$ cat src/rtl/rule_pkg.sv
// ---------------------------------------------------------------------------
// rule_pkg
// Shared constants and types for the rule-set intersection block.
//   NUM_RULE_ID    number of rule IDs a set can reference
//   RULE_ID_WIDTH  bits per rule ID
//   SET_WIDTH      bits per encoded rule-ID set
//   SLOT_WIDTH     bits per slot ({valid, id})
// ---------------------------------------------------------------------------
package rule_pkg;

   localparam int NUM_RULE_ID   = 8;
   localparam int RULE_ID_WIDTH = 3;
   localparam int SET_WIDTH     = 32;
   localparam int SLOT_WIDTH    = 4;
   localparam int NUM_SLOTS     = SET_WIDTH / SLOT_WIDTH;

   // One slot of an encoded set; valid is the leftmost bit of the nibble.
   typedef struct packed {
      logic                     valid;
      logic [RULE_ID_WIDTH-1:0] id;
   } slot_t;

endpackage

$ cat src/rtl/rule_set_decode.sv
// ---------------------------------------------------------------------------
// rule_set_decode
// Combinational decode of one encoded rule-ID set into a one-hot-per-rule
// bitmap. Slot 0 occupies the leftmost nibble, slot 7 the rightmost.
// Optional well-formedness check built only when RULE_SET_CHECK_EN is
// defined.
//   set_in     encoded set, bits [0:31], slot s = bits [4s:4s+3]
//   bitmap     bit k set iff some valid slot holds id k
//   malformed  (RULE_SET_CHECK_EN only) set not right-justified or ids not
//              strictly ascending toward slot 7
// ---------------------------------------------------------------------------
module rule_set_decode
   import rule_pkg::*;
#(
   parameter int NUM_IDS = 8
) (
   input  logic [0:SET_WIDTH-1] set_in,
   output logic [NUM_IDS-1:0]   bitmap
`ifdef RULE_SET_CHECK_EN
   ,
   output logic                 malformed
`endif
);

   slot_t slots [NUM_SLOTS];

   // Ascending part-select keeps the leftmost bit of each nibble as MSB,
   // so it lands on slot_t.valid.
   generate
      for (genvar gi = 0; gi < NUM_SLOTS; gi++) begin : g_slot
         assign slots[gi] = set_in[gi*SLOT_WIDTH +: SLOT_WIDTH];
      end
   endgenerate

   always_comb begin
      bitmap = '0;
      for (int s = 0; s < NUM_SLOTS; s++) begin
         if (slots[s].valid && (int'(slots[s].id) < NUM_IDS)) begin
            bitmap[slots[s].id] = 1'b1;
         end
      end
   end

`ifdef RULE_SET_CHECK_EN
   // A valid slot must be followed (toward slot 7) by another valid slot
   // with a strictly larger id.
   always_comb begin
      malformed = 1'b0;
      for (int s = 0; s < NUM_SLOTS - 1; s++) begin
         if (slots[s].valid && !slots[s+1].valid) begin
            malformed = 1'b1;
         end
         if (slots[s].valid && slots[s+1].valid && (slots[s].id >= slots[s+1].id)) begin
            malformed = 1'b1;
         end
      end
   end
`endif

endmodule

$ cat src/rtl/rule_set_intersect.sv
// ---------------------------------------------------------------------------
// rule_set_intersect
// Pairs SIP and DIP rule-ID sets in arrival order, intersects their
// bitmaps and reports the lowest common rule ID.
//
// Pipeline: per-field FIFO (registered read) -> stage A (AND) -> output
// register. Sets accepted at edge t produce out_valid at edge t+3.
//
// Optional build macro: RULE_SET_CHECK_EN enables a sticky malformed-set
// flag on set_err; otherwise set_err is tied low.
//
// Ports
//   clk, reset                 clock, synchronous active-high reset
//   sip_valid/sip_set/sip_ready  SIP set input handshake
//   dip_valid/dip_set/dip_ready  DIP set input handshake
//   out_valid/out_ready          result handshake
//   out_match                    intersection non-empty
//   out_rule_id                  lowest common rule ID (0 if none)
//   out_bitmap                   intersection bitmap
//   set_err                      sticky malformed-set flag
// ---------------------------------------------------------------------------
module rule_set_intersect #(
   parameter int FIFO_DEPTH  = 4,
   parameter int NUM_RULE_ID = 8
) (
   input  logic                               clk,
   input  logic                               reset,
   input  logic                               sip_valid,
   input  logic [0:rule_pkg::SET_WIDTH-1]     sip_set,
   output logic                               sip_ready,
   input  logic                               dip_valid,
   input  logic [0:rule_pkg::SET_WIDTH-1]     dip_set,
   output logic                               dip_ready,
   output logic                               out_valid,
   input  logic                               out_ready,
   output logic                               out_match,
   output logic [rule_pkg::RULE_ID_WIDTH-1:0] out_rule_id,
   output logic [NUM_RULE_ID-1:0]             out_bitmap,
   output logic                               set_err
);

   import rule_pkg::*;

   localparam int PTR_W = $clog2(FIFO_DEPTH);
   localparam int CNT_W = PTR_W + 1;

   // Field 0 = SIP, field 1 = DIP.
   logic [0:SET_WIDTH-1]          field_set [2];
   logic [1:0]                    field_valid;
   logic [1:0]                    field_ready;
   logic [1:0]                    field_nonempty;
   logic [1:0][NUM_RULE_ID-1:0]   field_head;
`ifdef RULE_SET_CHECK_EN
   logic [1:0]                    field_malformed;
`endif

   logic                          pop;
   logic                          p_valid_reg;
   logic                          a_valid_reg;
   logic [NUM_RULE_ID-1:0]        a_bitmap_reg;
   logic                          out_valid_reg;
   logic                          out_match_reg;
   logic [RULE_ID_WIDTH-1:0]      out_rule_id_reg;
   logic [NUM_RULE_ID-1:0]        out_bitmap_reg;
   logic [RULE_ID_WIDTH-1:0]      low_id;
   logic                          o_adv;
   logic                          a_adv;
   logic                          p_adv;

   assign field_set[0] = sip_set;
   assign field_set[1] = dip_set;
   assign field_valid  = {dip_valid, sip_valid};
   assign sip_ready    = field_ready[0];
   assign dip_ready    = field_ready[1];

   // -----------------------------------------------------------------------
   // Per-field decode + FIFO. The FIFO read port is registered (head_reg),
   // which forms the first of the three pipeline stages.
   // -----------------------------------------------------------------------
   generate
      for (genvar gi = 0; gi < 2; gi++) begin : g_field
         logic [NUM_RULE_ID-1:0] bitmap;
         logic [NUM_RULE_ID-1:0] mem [FIFO_DEPTH];
         logic [PTR_W-1:0]       wr_ptr_reg;
         logic [PTR_W-1:0]       rd_ptr_reg;
         logic [CNT_W-1:0]       count_reg;
         logic [NUM_RULE_ID-1:0] head_reg;
         logic                   push;

         rule_set_decode #(
            .NUM_IDS (NUM_RULE_ID)
         ) u_decode (
            .set_in    (field_set[gi]),
            .bitmap    (bitmap)
`ifdef RULE_SET_CHECK_EN
            ,
            .malformed (field_malformed[gi])
`endif
         );

         assign field_ready[gi]    = (count_reg != CNT_W'(FIFO_DEPTH));
         assign field_nonempty[gi] = (count_reg != '0);
         assign push               = field_valid[gi] & field_ready[gi];
         assign field_head[gi]     = head_reg;

         always_ff @(posedge clk) begin
            if (reset) begin
               wr_ptr_reg <= '0;
               rd_ptr_reg <= '0;
               count_reg  <= '0;
            end else begin
               if (push) begin
                  wr_ptr_reg <= wr_ptr_reg + PTR_W'(1);
               end
               if (pop) begin
                  rd_ptr_reg <= rd_ptr_reg + PTR_W'(1);
               end
               if (push && !pop) begin
                  count_reg <= count_reg + CNT_W'(1);
               end else if (!push && pop) begin
                  count_reg <= count_reg - CNT_W'(1);
               end
            end
         end

         // Storage array without reset so it maps onto block RAM.
         always_ff @(posedge clk) begin
            if (push) begin
               mem[wr_ptr_reg] <= bitmap;
            end
            if (pop) begin
               head_reg <= mem[rd_ptr_reg];
            end
         end
      end
   endgenerate

   // -----------------------------------------------------------------------
   // Backpressure chain: each stage may take new data when it is empty or
   // its contents move on in the same cycle.
   // -----------------------------------------------------------------------
   assign o_adv = !out_valid_reg | out_ready;
   assign a_adv = !a_valid_reg | o_adv;
   assign p_adv = !p_valid_reg | a_adv;
   // Both fields pop together so sets stay paired by arrival order.
   assign pop   = (&field_nonempty) & p_adv;

   // Lowest set bit wins; scan from the top so the last hit is the lowest.
   always_comb begin
      low_id = '0;
      for (int k = NUM_RULE_ID - 1; k >= 0; k--) begin
         if (a_bitmap_reg[k]) begin
            low_id = RULE_ID_WIDTH'(k);
         end
      end
   end

   always_ff @(posedge clk) begin
      if (reset) begin
         p_valid_reg     <= 1'b0;
         a_valid_reg     <= 1'b0;
         a_bitmap_reg    <= '0;
         out_valid_reg   <= 1'b0;
         out_match_reg   <= 1'b0;
         out_rule_id_reg <= '0;
         out_bitmap_reg  <= '0;
      end else begin
         if (p_adv) begin
            p_valid_reg <= pop;
         end
         if (a_adv) begin
            a_valid_reg  <= p_valid_reg;
            a_bitmap_reg <= field_head[0] & field_head[1];
         end
         if (o_adv) begin
            out_valid_reg <= a_valid_reg;
            if (a_valid_reg) begin
               out_bitmap_reg  <= a_bitmap_reg;
               out_match_reg   <= |a_bitmap_reg;
               out_rule_id_reg <= low_id;
            end
         end
      end
   end

   assign out_valid   = out_valid_reg;
   assign out_match   = out_match_reg;
   assign out_rule_id = out_rule_id_reg;
   assign out_bitmap  = out_bitmap_reg;

`ifdef RULE_SET_CHECK_EN
   logic set_err_reg;

   // Sticky: any accepted malformed set on either field latches the flag.
   always_ff @(posedge clk) begin
      if (reset) begin
         set_err_reg <= 1'b0;
      end else if (|(field_valid & field_ready & field_malformed)) begin
         set_err_reg <= 1'b1;
      end
   end

   assign set_err = set_err_reg;
`else
   assign set_err = 1'b0;
`endif

endmodule

$ cat config.mk
export PLATFORM = sky130hd
export DESIGN_NAME = rule_set_intersect
export DESIGN_NICKNAME = d
export VERILOG_FILES = /design/src/rtl/rule_pkg.sv /design/src/rtl/rule_set_decode.sv /design/src/rtl/rule_set_intersect.sv
export SDC_FILE = /design/constraint.sdc
export NUM_CORES = 1
export LEC_CHECK = 0
export BUFFER_PORTS_ARGS = -buffer_cell sky130_fd_sc_hd__clkbuf_2
export CAP_MARGIN = 10
export CORE_ASPECT_RATIO = 0.5
export CORE_UTILIZATION = 35
export DETAILED_ROUTE_END_ITERATION = 12
export PLACE_DENSITY = 0.53
export SYNTH_ARGS = -nofsm -noshare
export SYNTH_HDL_FRONTEND = slang
export SYNTH_HIERARCHICAL = 1
export SYNTH_SLANG_ARGS = --single-unit
$ cat constraint.sdc
create_clock -name clk -period 3.4 [get_ports clk]
set_input_delay 0.34 -clock clk [delete_from_list [all_inputs] [get_ports clk]]
set_output_delay 0.34 -clock clk [all_outputs]
set_load 0.1 [all_outputs]
Word-level counts from Yosys, hierarchy flattened --
Memory sizes are Yosys's and may differ from the RTL's. A register that Yosys moved wholly into a read port is not among the register bits. Cells that the tools add are included.
Operators by class: add/sub/neg operators 8, bitwise gates (word level) 21, equality and inequality tests 2, magnitude comparators 32, muxes and demuxes 64, reduce and logical (&&, ||, !) cells 33
Operators with widths (number):
- $mux W8 | 16
- $or A8 B8 Y8 | 14
- $lt A3 B4 Y1 const B | 16
- $demux W1 S3 | 16
- $ge A3 B1 Y1 const B | 16
- $mux W3 | 12
- $logic_and A1 B1 Y1 | 20
- $mux W1 | 20
- $add A2 B1 Y2 const B | 4
- $and A8 B8 Y8 | 1
- $reduce_or A8 Y1 | 1
- $add A3 B1 Y3 const B | 2
- $logic_not A1 Y1 | 6
- $ne A3 B3 Y1 const B | 2
- $reduce_bool A3 Y1 | 2
- $sub A3 B1 Y3 const B | 2
- $reduce_and A2 Y1 | 2
- $reduce_bool A2 Y1 | 2
- $and A1 B1 Y1 | 3
- $or A1 B1 Y1 | 3
Word-level totals: register bits after elaboration 37, output and inout bits 16, bits in writable memories 64, bits of input ports 69, memories 2, word-level logic and storage cells 175
Memory list:
- g_field[0].mem | depth 4, width 8, rd ports 1, clocked after memory_dff 1, wr ports 1, line rule_set_intersect.sv:83 | logic [NUM_RULE_ID-1:0] mem [FIFO_DEPTH];
- g_field[1].mem | depth 4, width 8, rd ports 1, clocked after memory_dff 1, wr ports 1, line rule_set_intersect.sv:83

Depth between registers and ports, before layout --
Gate-level depths: netlist of run 1.
depth in word-level cells 19, depth in mapped cells 10

Modules after synthesis --
The synthesis of run 1 kept the hierarchy.
Modules (own cells, without submodules):
- rule_set_intersect | cells each 298, area an instance 4491.8 um^2, instances 1
- rule_set_decode (g_field[1].u_decode) | cells each 92, area an instance 599.3 um^2, instances 1
- rule_set_decode (g_field[0].u_decode) | cells each 97, area an instance 594.3 um^2, instances 1

Worst setup path after synthesis of run 1 --
OpenSTA, ideal clock, no wires.
path kind reg-to-reg, start register out_valid_reg, in the netlist out_valid, end register g_field[0].count_reg[2], period minus slack after synthesis 3004 ps, slack 396 ps, arrival 2933 ps, cell stages (with the launch flop) 11, path through dfxtp_1 -> nand4b_1 -> and3_4 -> buf_6 -> inv_1 -> ha_1 -> inv_1 -> fa_1 -> xor2_1 -> or3_2 -> a21oi_1
Between the ends: cells in the longest elaborated chain, start to end 8, elaborated cells between the ends (all ways) 10, classes of those cells mux (1); bitwise (4); reduce/logical (5)
RTL lines:
- from (decl) | line rule_set_intersect.sv:61 | logic out_valid_reg;
- from (signal assigned) | line rule_set_intersect.sv:176 | out_valid_reg <= a_valid_reg;
- $logic_not A1 Y1 (*) | line rule_set_intersect.sv:142 | assign o_adv = !out_valid_reg | out_ready;
- $or A1 B1 Y1 (*) | line rule_set_intersect.sv:142
- $or A1 B1 Y1 (*) | line rule_set_intersect.sv:143 | assign a_adv = !a_valid_reg | o_adv;
- $or A1 B1 Y1 (*) | line rule_set_intersect.sv:144 | assign p_adv = !p_valid_reg | a_adv;
- $and A1 B1 Y1 (*) | line rule_set_intersect.sv:146 | assign pop = (&field_nonempty) & p_adv;
- net pop | line rule_set_intersect.sv:57 | logic pop;
- $logic_not A1 Y1 | line rule_set_intersect.sv:118 | if (push && !pop) begin
- $logic_and A1 B1 Y1 | line rule_set_intersect.sv:118
- $mux W3 / $reduce_bool A2 Y1 (equally long branches)
- to (signal assigned) | line rule_set_intersect.sv:119 | count_reg <= count_reg + CNT_W'(1);
- to (signal assigned) | line rule_set_intersect.sv:121 | count_reg <= count_reg - CNT_W'(1);
- to (decl) | line rule_set_intersect.sv:86 | logic [CNT_W-1:0] count_reg;
Mark *: on every way through the listed nets, which the timed path passes. The rest lies on a longest branch. A chain may end at the register's enable or synchronous reset.

Final worst setup path of run 1 --
start register g_field[0].count_reg[2], end register g_field[0].count_reg[2]
Between the ends: cells in the longest elaborated chain, start to end 6, elaborated cells between the ends (all ways) 14, classes of those cells add/sub (2); eq/ne (1); mux (2); bitwise (2); reduce/logical (7)
RTL lines:
- branches (longest 6 deep; another with $sub A3 B1 Y3)
Several ways; the timed one is not identified. The select of a mux whose other input is x is not followed.

==> results of run 1 <==
## stage by stage
stage	utilization	hold WS, ns	setup WS [ns]	area, sq um	total power, uW
6_report	0.440	0.278	0.843	6890	5060
4_1_cts	0.440	0.265	0.816	6890	5120
3_3_place_gp	0.403	0.438	0.891	6310	3330
2_1_floorplan	-	0.440	0.396	5690	3030
5_1_grt	0.440	0.306	0.694	6890	5330
3_5_place_dp	0.403	0.445	0.822	6310	3360
## layer usage
layer  global-route usage  up-vias  part of all wire
met1                0.251     1969              0.54
li1                     -     2037                 -
met2                0.224      136              0.40
met3               0.0405       10             0.049
met5                    0        -                 0
met4               0.0525        0             0.010
## area by class of cell
cell class	instances	area [sq um]	area share
Clock buffer	17	425	0.0618
Clock inverter	15	153	0.0222
Inverter	15	56.3	0.00817
Multi-Input combinational cell	342	2420	0.351
Sequential cell	117	3140	0.456
Tap cell	221	277	0.0401
Timing Repair Buffer	83	415	0.0603
## kinds of logic (layout without fill, tap and decap cells)
group           after synthesis  count (layout)  share of synthesized area
mux                          20              20                     0.0704
xor+xnor                     10              10                     0.0154
flops                       117             117                      0.553
other cells                   1               1                   0.000660
simple gates                210             210                      0.196
fa+ha+maj                    12              12                     0.0290
compound gates               89              89                      0.114
buf+inv                      28             130                     0.0216
## cells in the final DEF (no fill, tap or decap), types with 6 or more instances in the layout
cell type / count
edfxtp_1: 80
nand2b_1: 18
nor2b_1: 17
inv_1: 15
or2b_1: 8
mux4_2: 16
dfxtp_1: 37
ha_1: 10
a31oi_1: 6
a21oi_1: 22
a32oi_1: 6
o2111ai_1: 9
nand2_1: 57
o22ai_1: 13
clkbuf_16: 17
nor2_1: 37
clkbuf_2: 83
nor3_1: 10
nand3_1: 14
xor2_1: 6
nand4_1: 6
and2_1: 13
## power groups by stage
stage          clock network (uW)  registers (uW)  logic, uW
3_3_place_gp                    0            2130       1200
2_1_floorplan                   0            2080        944
4_1_cts                      1770            2110       1230
3_5_place_dp                    0            2140       1220
6_report                     1740            2100       1220
5_1_grt                      1850            2150       1340
## path summary, 6_finish.rpt
check,depth (start not counted),startpoint,to
worst min register to register,2,out_rule_id[1]$_SDFFE_PP0P_,out_rule_id[1]$_SDFFE_PP0P_
worst min-delay path,4,out_ready,out_valid$_SDFFE_PP0P_
worst max-delay path,9,g_field[0].count_reg[2]$_SDFFE_PP0P_,g_field[0].count_reg[2]$_SDFFE_PP0P_
worst max register to register,9,g_field[0].count_reg[2]$_SDFFE_PP0P_,g_field[0].count_reg[2]$_SDFFE_PP0P_
## tightest hold or removal path, cell delays in order
cell,delay (ns)
clkbuf_2,0.09
nor2b_1,0.07
nor2_1,0.09
nor2_1,0.04
==> flow_summary.yaml, run 1 <==
timing:
  fin_crit_ns: 2.56
  finClkSkew_ns: 0.0112
  grt_setup_unrepaired: "false"
  hold_viol: 0
  fin_setup_tns_ns: 0
  fmax_mhz: 391
  final_max_slew_viol_count: 0
  finalSetupViolCount: 0
  finalCritPeriodShare: 0.752
  slew_headroom: 0.499
  worst_slew_pin_slew_ns: 0.751
clock_network:
  cts_resized: 0
  clk_root_buffer_cell: "clkbuf_16"
  clock_path_buffers: 2
  post_cts_buffers: 0
  path_clk_slew_ns: 0.05
  insertion_delay_ns: 0.41
  cts_sinks: 117
  cts_tree: "yes"
  ctsHoldBuffers: 0
  cts_htree_levels: 4
  cts-buffers-inserted: 17
die:
  initial_core_util: 0.363
  design.core.area_sq_um: 15700
  rows: 32
  die-area_sq_um: 16800
  die_x_um: 182
  die_h_um: 92.1
  io_pins: 85
yosys:
  yosysTopAreaCell: "edfxtp_1"
  ys_types: 61
  syn_area_sq_um: 5690
  synth_most_common_cell: "edfxtp_1"
  ys_warn_count: 6
  ys_seq_area_frac: 0.553
  synth_top_area_share: 0.423
  synth_top_cells_by_count: "edfxtp_1, nand2_1, dfxtp_1, nor2_1, a21oi_1"
  netlist_instances: 487
  synth_edf_count: 80
  synth-seq-cells: 117
  synth_area_per_cell_sq_um: 11.7
  synth_area_leaders: "edfxtp_1, dfxtp_1, mux4_2, nand2_1, nor2_1"
  ys_async_sr_fraction: 0
  synth_ff_type: "edfxtp_1"
  syn_nets: 568
worst_setup_path:
  criticalPathCategory: "flip-flop to flip-flop"
  cp_num_buf_inv: 2
  cpMaxStageDelayCell: "or3_4"
  cp_max_fo: 19
  critPathRequiredTime_ns: 3.72
  worst_setup_path_end_kind: "flip-flop"
  slowest_delay_ns: 0.42
  crit_chain: "or3_4 -> and3_4 -> inv_1 -> ha_1 -> inv_1 -> fa_1 -> xor2_1 -> or3_2 -> a21oi_1"
  critical_path.top_delay_family: "simple AND/OR/NAND/NOR gates"
  startpoint_type: "flip-flop"
  arrival_ns: 2.88
  worst_path_most_repeated_cell: "inv_1"
  r2r_setup_slack_ns: 0.84
global_route:
  grt_usage: 0.165
  grt_pass1_wl_um: 20800
  grt_pass1_vias: 3944
  grt_overflow: 0
  grt_max_degree: 38
  antenna_found_initial: 0
place:
  dpl.hpwl_um: 9640
  placedCellCount: 778
  gp_congestion: 0.859
  portBuffers: 83
cells_and_area:
  n_fill_cell: 1487
  synthToLayoutAreaGrowth_pct: 21.2
  largest_reg_flops: 64
  antenna_cells: 0
  drive_above_1_share: 0.239
  layout.cells.non_filler: 810
  fin_nets: 657
run:
  cap_violations: 0
power_and_ir_drop:
  swShare: 0.315
  p_int_uw: 3470
  ir_worst_vdd_mv: 0.341
  cellPowerDensity_nw_per_um2: 735
  seqPwrFrac: 0.415
  power_frac_clock: 0.344
  pwr-share-comb: 0.241
  netSwitchingPower_uw: 1590
  p_leak_uw: 0.00249
route:
  via_per_inst: 5.13
  vias: 4152
  drc_errors: 0
  drt-wirelength-per-cell_um: 16.1
  postRouteAntennaNets: 0
  dr.pass1.iters: 4
  drtIter0Drc: 290
  wl_um: 13000
run_status:
  status: "finished clean"
min_path:
  min-delay-path-class: "input port to flip-flop"
Note: power is estimated with default switching activity, not from simulation.
==> run 2: changes to the inputs <==
- PLACE_DENSITY: 0.53 -> 0.55
- clock period: 3.4 -> 2.3 ns (I/O delays scaled with it)
==> run 2 against run 1 <==
Effect of this change: maximum frequency rose by 15%; sequential share of layout area fell by 0.76 points; combinational power rose by 72%; register-to-register slack got worse by 0.77 ns; cell count rose by 1.5%; global-route usage barely moved; design area rose by 1.9%.
==> flow_summary.yaml, run 2 (synthesis gave the netlist of run 1 again) <==
cells_and_area:
  layout_commonest_cell: "clkbuf_2"
  drive_above_1_share: 0.273
  final_area_sq_um: 7020
  final_cell_mix: "clkbuf_2, edfxtp_1, nand2_1"
  final_util: 0.449
  synthToLayoutAreaGrowth_pct: 23.5
  largest_reg_flops: 64
  antenna_cells: 0
  fin_nets: 669
place:
  gp_congestion: 0.851
  dpl.hpwl_um: 9760
  post-place-ws_ns: 0.0190
  placed_area_sq_um: 6400
  portBuffers: 83
route:
  wl_um: 13100
  drc_errors: 0
  drt-wirelength-per-cell_um: 16.0
  via_per_inst: 5.10
  vias: 4190
  postRouteAntennaNets: 0
  dr.pass1.iters: 4
  drtIter0Drc: 185
worst_setup_path:
  cp_num_cells: 9
  worst_setup_path_end_kind: "flip-flop"
  critical_path.top_delay_family: "simple AND/OR/NAND/NOR gates"
  cp_num_buf_inv: 2
  criticalPathCategory: "flip-flop to flip-flop"
  rr_worst_depth: 9
  critPathRequiredTime_ns: 2.62
  cp_max_fo: 4
  cpMaxStageDelayCell: "or3_4"
  startpoint_type: "flip-flop"
  arrival_ns: 2.55
  slowest_delay_ns: 0.37
  crit_chain: "or3_4 -> and3_4 -> inv_6 -> ha_2 -> inv_1 -> fa_2 -> xor2_1 -> or3_1 -> a21oi_2"
timing:
  worst_slew_pin_slew_ns: 0.768
  hold_ws_ns: 0.167
  fmax_mhz: 448
  setup_slack_ns: 0.0686
  finalCritPeriodShare: 0.970
  slew_headroom: 0.488
  fin_crit_ns: 2.23
  final_max_slew_viol_count: 0
  finalSetupViolCount: 0
  finClkSkew_ns: 0.0101
  hold_viol: 0
run_status:
  status: "finished clean"
clock_network:
  cts_htree_levels: 4
  clk_root_buffer_cell: "clkbuf_16"
  path_clk_slew_ns: 0.05
  cts_sinks: 117
  cts-buffers-inserted: 17
  clock_path_buffers: 2
  cts_tree: "yes"
  insertion_delay_ns: 0.41
die:
  die-area_sq_um: 16800
  die_x_um: 182
  design.core.area_sq_um: 15700
  die_h_um: 92.1
  rows: 32
  initial_core_util: 0.363
  io_pins: 85
power_and_ir_drop:
  ir_worst_vdd_mv: 0.519
  cellPowerDensity_nw_per_um2: 1100
  p_leak_uw: 0.00255
  finalPower_uw: 7710
min_path:
  min-delay-path-class: "input port to flip-flop"
  worstHoldPathCells: 4
run:
  cap_violations: 0
global_route:
  grt_pass1_vias: 4165
  grt_pass1_wl_um: 21100
  grt_overflow: 0
  grt_max_degree: 38
  antenna_found_initial: 0
  grt_usage: 0.165
-- run 2: cell types whose count changed in the layout (fill, tap and decap cells not counted), moves of 2 or more --
cell / previous run / this run
inv_1: 15 / 13
clkinv_1: 3 / 0
dfxtp_1: 37 / 35
fa_2: 0 / 2
fa_1: 2 / 0
dfxtp_4: 0 / 2
ha_1: 10 / 8
clkinvlp_4: 2 / 4
buf_4: 0 / 12
-- run 2: worst reg2reg max path, cell delays in order (launching register included) --
cell and delay (ns):
dfxtp_4 0.34, or3_4 0.37, and3_4 0.20, inv_6 0.06, ha_2 0.17, inv_1 0.05
fa_2 0.33, xor2_1 0.15, or3_1 0.36, a21oi_2 0.12
-- run 2: layout make-up --
| type | count | area, sq um |
|---|---|---|
| inverters | 15 | 61.3 |
| flip-flops and latches | 117 | 3150 |
| clock buffers | 18 | 429 |
| multi-input cells | 342 | 2450 |
| clock inverters | 14 | 153 |
| well taps | 221 | 277 |
| repair buffers | 95 | 505 |
| fillers | 1487 | 8630 |
-- run 2: stage by stage --
| stage | std cells | setup TNS, ns |
|---|---|---|
| 4_1_cts | 818 | 0 |
| 5_1_grt | 822 | -0.0105 |
| 3_3_place_gp | 786 | 0 |
| 6_report | 822 | 0 |
| 3_5_place_dp | 786 | 0 |
| 2_1_floorplan | 487 | 0 |
-- run 2: per-layer routing --
| metal | vias to the layer above | global-route usage | wire length, um |
|---|---|---|---|
| li1 | 2052 | - | - |
| met1 | 2013 | 0.248 | 7050 |
| met2 | 118 | 0.232 | 5370 |
| met3 | 7 | 0.0353 | 615 |
| met4 | 0 | 0.0546 | 97 |
| met5 | - | 0 | 0 |
-- run 2: path summary, 6_finish.rpt --
| path | startpoint | endpoint | slack (ns) |
|---|---|---|---|
| max | g_field[1].count_reg[2]$_SDFFE_PP0P_ | g_field[1].count_reg[2]$_SDFFE_PP0P_ | 0.07 |
| min reg2reg | out_rule_id[1]$_SDFFE_PP0P_ | out_rule_id[1]$_SDFFE_PP0P_ | 0.45 |
| max reg2reg | g_field[1].count_reg[2]$_SDFFE_PP0P_ | g_field[1].count_reg[2]$_SDFFE_PP0P_ | 0.07 |
| min | out_ready | out_valid$_SDFFE_PP0P_ | 0.17 |
-- run 2: report_power, final --
| group | total (uW) | internal [uW] | switching (uW) |
|---|---|---|---|
| clock | 2570 | 1600 | 964 |
| sequential | 3040 | 2800 | 244 |
| combinational | 2100 | 914 | 1190 |
| total | 7710 | 5310 | 2400 |
-- run 2: timing repair --
item | CTS | global route
endpoints found under the setup margin | 0 | 2
hold buffers | 0 | 0
gates resized for setup | 0 | 3
buffers inserted | 0 | 4
==> run 3: changes to the inputs <==
- ABC_AREA: not set -> 1
==> run 3 against run 2 <==
Effect of this change: power grew 2.5%; largest cell class unchanged; clock skew shrank 0.0014 ns; design area grew 5.7%; cell count grew 34%; global-route usage grew 0.21 points; die area grew 7.2%; hold slack lost 0.094 ns; non-clock buffer count grew 2; sequential power is essentially flat; highest routed layer unchanged; combinational power grew 8%.
==> flow_summary.yaml, run 3 <==
yosys:
  synth_ff_type: "edfxtp_1"
  synth_top_family_by_area: "simple AND/OR/NAND/NOR gates"
  synth-seq-cells: 117
  synth_area_leaders: "edfxtp_1, dfxtp_1, nand2_1, nor2_1, inv_1"
  synth.area.mux_share: 0
  ys_async_sr_fraction: 0
  synth_top_cells_by_count: "nand2_1, nor2_1, inv_1, edfxtp_1, o21ai_0"
  synth_compound_area_frac: 0.112
  synth_top_area_share: 0.394
  synthXorXnorAreaFrac: 0
  synth-simple-area-share: 0.264
  syn_nets: 839
  synth_most_common_cell: "nand2_1"
  synth_area_per_cell_sq_um: 8.05
  netlist_instances: 758
  yosysTopAreaCell: "edfxtp_1"
  ys_warn_count: 6
  syn_area_sq_um: 6100
  synth-adder-area-share: 0.0271
  ys_types: 32
  ys_seq_area_frac: 0.515
  synth_edf_count: 80
power_and_ir_drop:
  power_frac_clock: 0.329
  swShare: 0.348
  p_leak_uw: 0.00336
  p_int_uw: 5160
  finalPower_uw: 7910
  pwr-share-comb: 0.287
  seqPwrFrac: 0.385
  ir_worst_vdd_mv: 0.593
  netSwitchingPower_uw: 2750
  cellPowerDensity_nw_per_um2: 1070
route:
  dr.pass1.iters: 5
  wl_met2_um: 5730
  wl_met3_um: 771
  vias: 5138
  drt-met1-wl_um: 7570
  drtIter0Drc: 314
  drt-wirelength-per-cell_um: 12.9
  drc_errors: 0
  highest_layer: "met4"
  postRouteAntennaNets: 0
  wl_um: 14200
  via_per_inst: 4.67
clock_network:
  cts_sinks: 117
  cts_tree: "yes"
  post_cts_buffers: 0
  cts-buffers-inserted: 17
  insertion_delay_ns: 0.40
  path_clk_slew_ns: 0.05
  clk_root_buffer_cell: "clkbuf_16"
  ctsHoldBuffers: 0
  cts_resized: 0
  cts_htree_levels: 4
  clock_path_buffers: 2
place:
  post-place-ws_ns: 0.312
  dpl.hpwl_um: 10800
  gp_congestion: 0.801
  placed_area_sq_um: 6840
  portBuffers: 83
run:
  cap_violations: 0
timing:
  grt_setup_unrepaired: "false"
  setup_slack_ns: 0.299
  fin_setup_tns_ns: 0
  finClkSkew_ns: 0.00866
  fmax_mhz: 500
  slew_headroom: 0.502
  hold_viol: 0
  final_max_slew_viol_count: 0
  fin_crit_ns: 2.00
  worst_slew_pin_slew_ns: 0.747
  finalCritPeriodShare: 0.870
  finalSetupViolCount: 0
cells_and_area:
  largest_reg_flops: 64
  n_fill_cell: 1662
  fin_nets: 942
  synthToLayoutAreaGrowth_pct: 21.7
  drive_above_1_share: 0.191
  final_cell_mix: "nand2_1, nor2_1, inv_1"
  layout_commonest_cell: "nand2_1"
  final_area_sq_um: 7420
  antenna_cells: 0
  final_util: 0.444
global_route:
  antenna_found_initial: 0
  grt_pass1_wl_um: 23100
  grt_max_degree: 30
  grt_usage: 0.167
  grt_pass1_vias: 4709
  grt_overflow: 0
die:
  design.core.area_sq_um: 16700
  die-area_sq_um: 18000
  die_h_um: 95.3
  io_pins: 85
  die_x_um: 189
  rows: 33
  initial_core_util: 0.365
worst_setup_path:
  cp_max_fo: 4
  critPathRequiredTime_ns: 2.59
  r2r-end: "g_field[1].count_reg[2]$_SDFFE_PP0P_"
  rr_worst_depth: 12
  worst_setup_path_end_kind: "flip-flop"
  arrival_ns: 2.29
  worstReg2RegStart: "g_field[0].count_reg[0]$_SDFFE_PP0P_"
  r2r_setup_slack_ns: 0.30
  criticalPathCategory: "flip-flop to flip-flop"
  startpoint_type: "flip-flop"
min_path:
  worstHoldPathCells: 2
  hold_path_end: "p_valid_reg$_SDFFE_PP0N_"
  min-delay-path-class: "input port to flip-flop"
  worstHoldStart: "reset"
run_status:
  status: "finished clean"
[run 3: worst max path at each step]
stage	start	to	slack, ns	depth (start not counted)
final	g_field[0].count_reg[0]$_SDFFE_PP0P_	g_field[1].count_reg[2]$_SDFFE_PP0P_	0.30	12
after global routing	g_field[0].count_reg[0]$_SDFFE_PP0P_	g_field[1].count_reg[2]$_SDFFE_PP0P_	0.08	12
after CTS	g_field[0].count_reg[0]$_SDFFE_PP0P_	g_field[1].count_reg[2]$_SDFFE_PP0P_	0.33	12
after detailed placement	out_ready	g_field[1].count_reg[2]$_SDFFE_PP0P_	0.31	13
after global placement	out_ready	g_field[0].count_reg[2]$_SDFFE_PP0P_	0.34	13
after floorplan	out_valid$_SDFFE_PP0P_	g_field[0].count_reg[2]$_SDFFE_PP0P_	0.002	11
[run 3: power groups by stage]
stage | Combinational (uW) | Clock, uW | Sequential [uW]
2_1_floorplan | 1390 | 0 | 3320
3_3_place_gp | 2240 | 0 | 3080
3_5_place_dp | 2290 | 0 | 3090
4_1_cts | 2300 | 2650 | 3050
5_1_grt | 2560 | 2740 | 3090
6_report | 2270 | 2600 | 3040
[run 3: final cells by class]
type | count | area, sq um | area share
clock buffers | 18 | 429 | 0.0578
clock inverters | 13 | 159 | 0.0214
inverters | 111 | 419 | 0.0565
multi-input cells | 517 | 2470 | 0.332
flip-flops and latches | 117 | 3140 | 0.423
well taps | 227 | 284 | 0.0383
repair buffers | 97 | 520 | 0.0701
[run 3: cells by family (layout without fill, tap and decap cells)]
| group | Yosys count | count (layout) |
|---|---|---|
| adders and majority gates | 12 | 12 |
| and+or+nand+nor | 376 | 376 |
| buffers and inverters | 124 | 239 |
| DFF | 117 | 117 |
| other | 1 | 1 |
| AOI/OAI and AO/OA | 128 | 128 |
[run 3: stage by stage]
| stage | instances | hold WS [ns] |
|---|---|---|
| 6_report | 1100 | 0.0734 |
| 5_1_grt | 1100 | 0.0690 |
| 4_1_cts | 1100 | 0.0573 |
| 3_5_place_dp | 1069 | 0.460 |
| 3_3_place_gp | 1069 | 0.454 |
| 2_1_floorplan | 758 | 0.292 |
[run 3: routing by layer]
layer / vias to the layer above / track usage
met2: 121 / 0.244
met3: 9 / 0.0375
li1: 2717 / -
met4: 0 / 0.0531
met5: - / 0
met1: 2291 / 0.243
[run 3: worst max-delay path, stage by stage (launching register included)]
cell and delay (ns):
dfxtp_1 0.33, inv_2 0.09, nand3_1 0.10, nand2_2 0.11, nor2_4 0.04, inv_2 0.10
ha_1 0.15, inv_1 0.06, fa_1 0.39, a21oi_1 0.17, o21ai_0 0.13, o21ai_0 0.15
a21oi_1 0.05
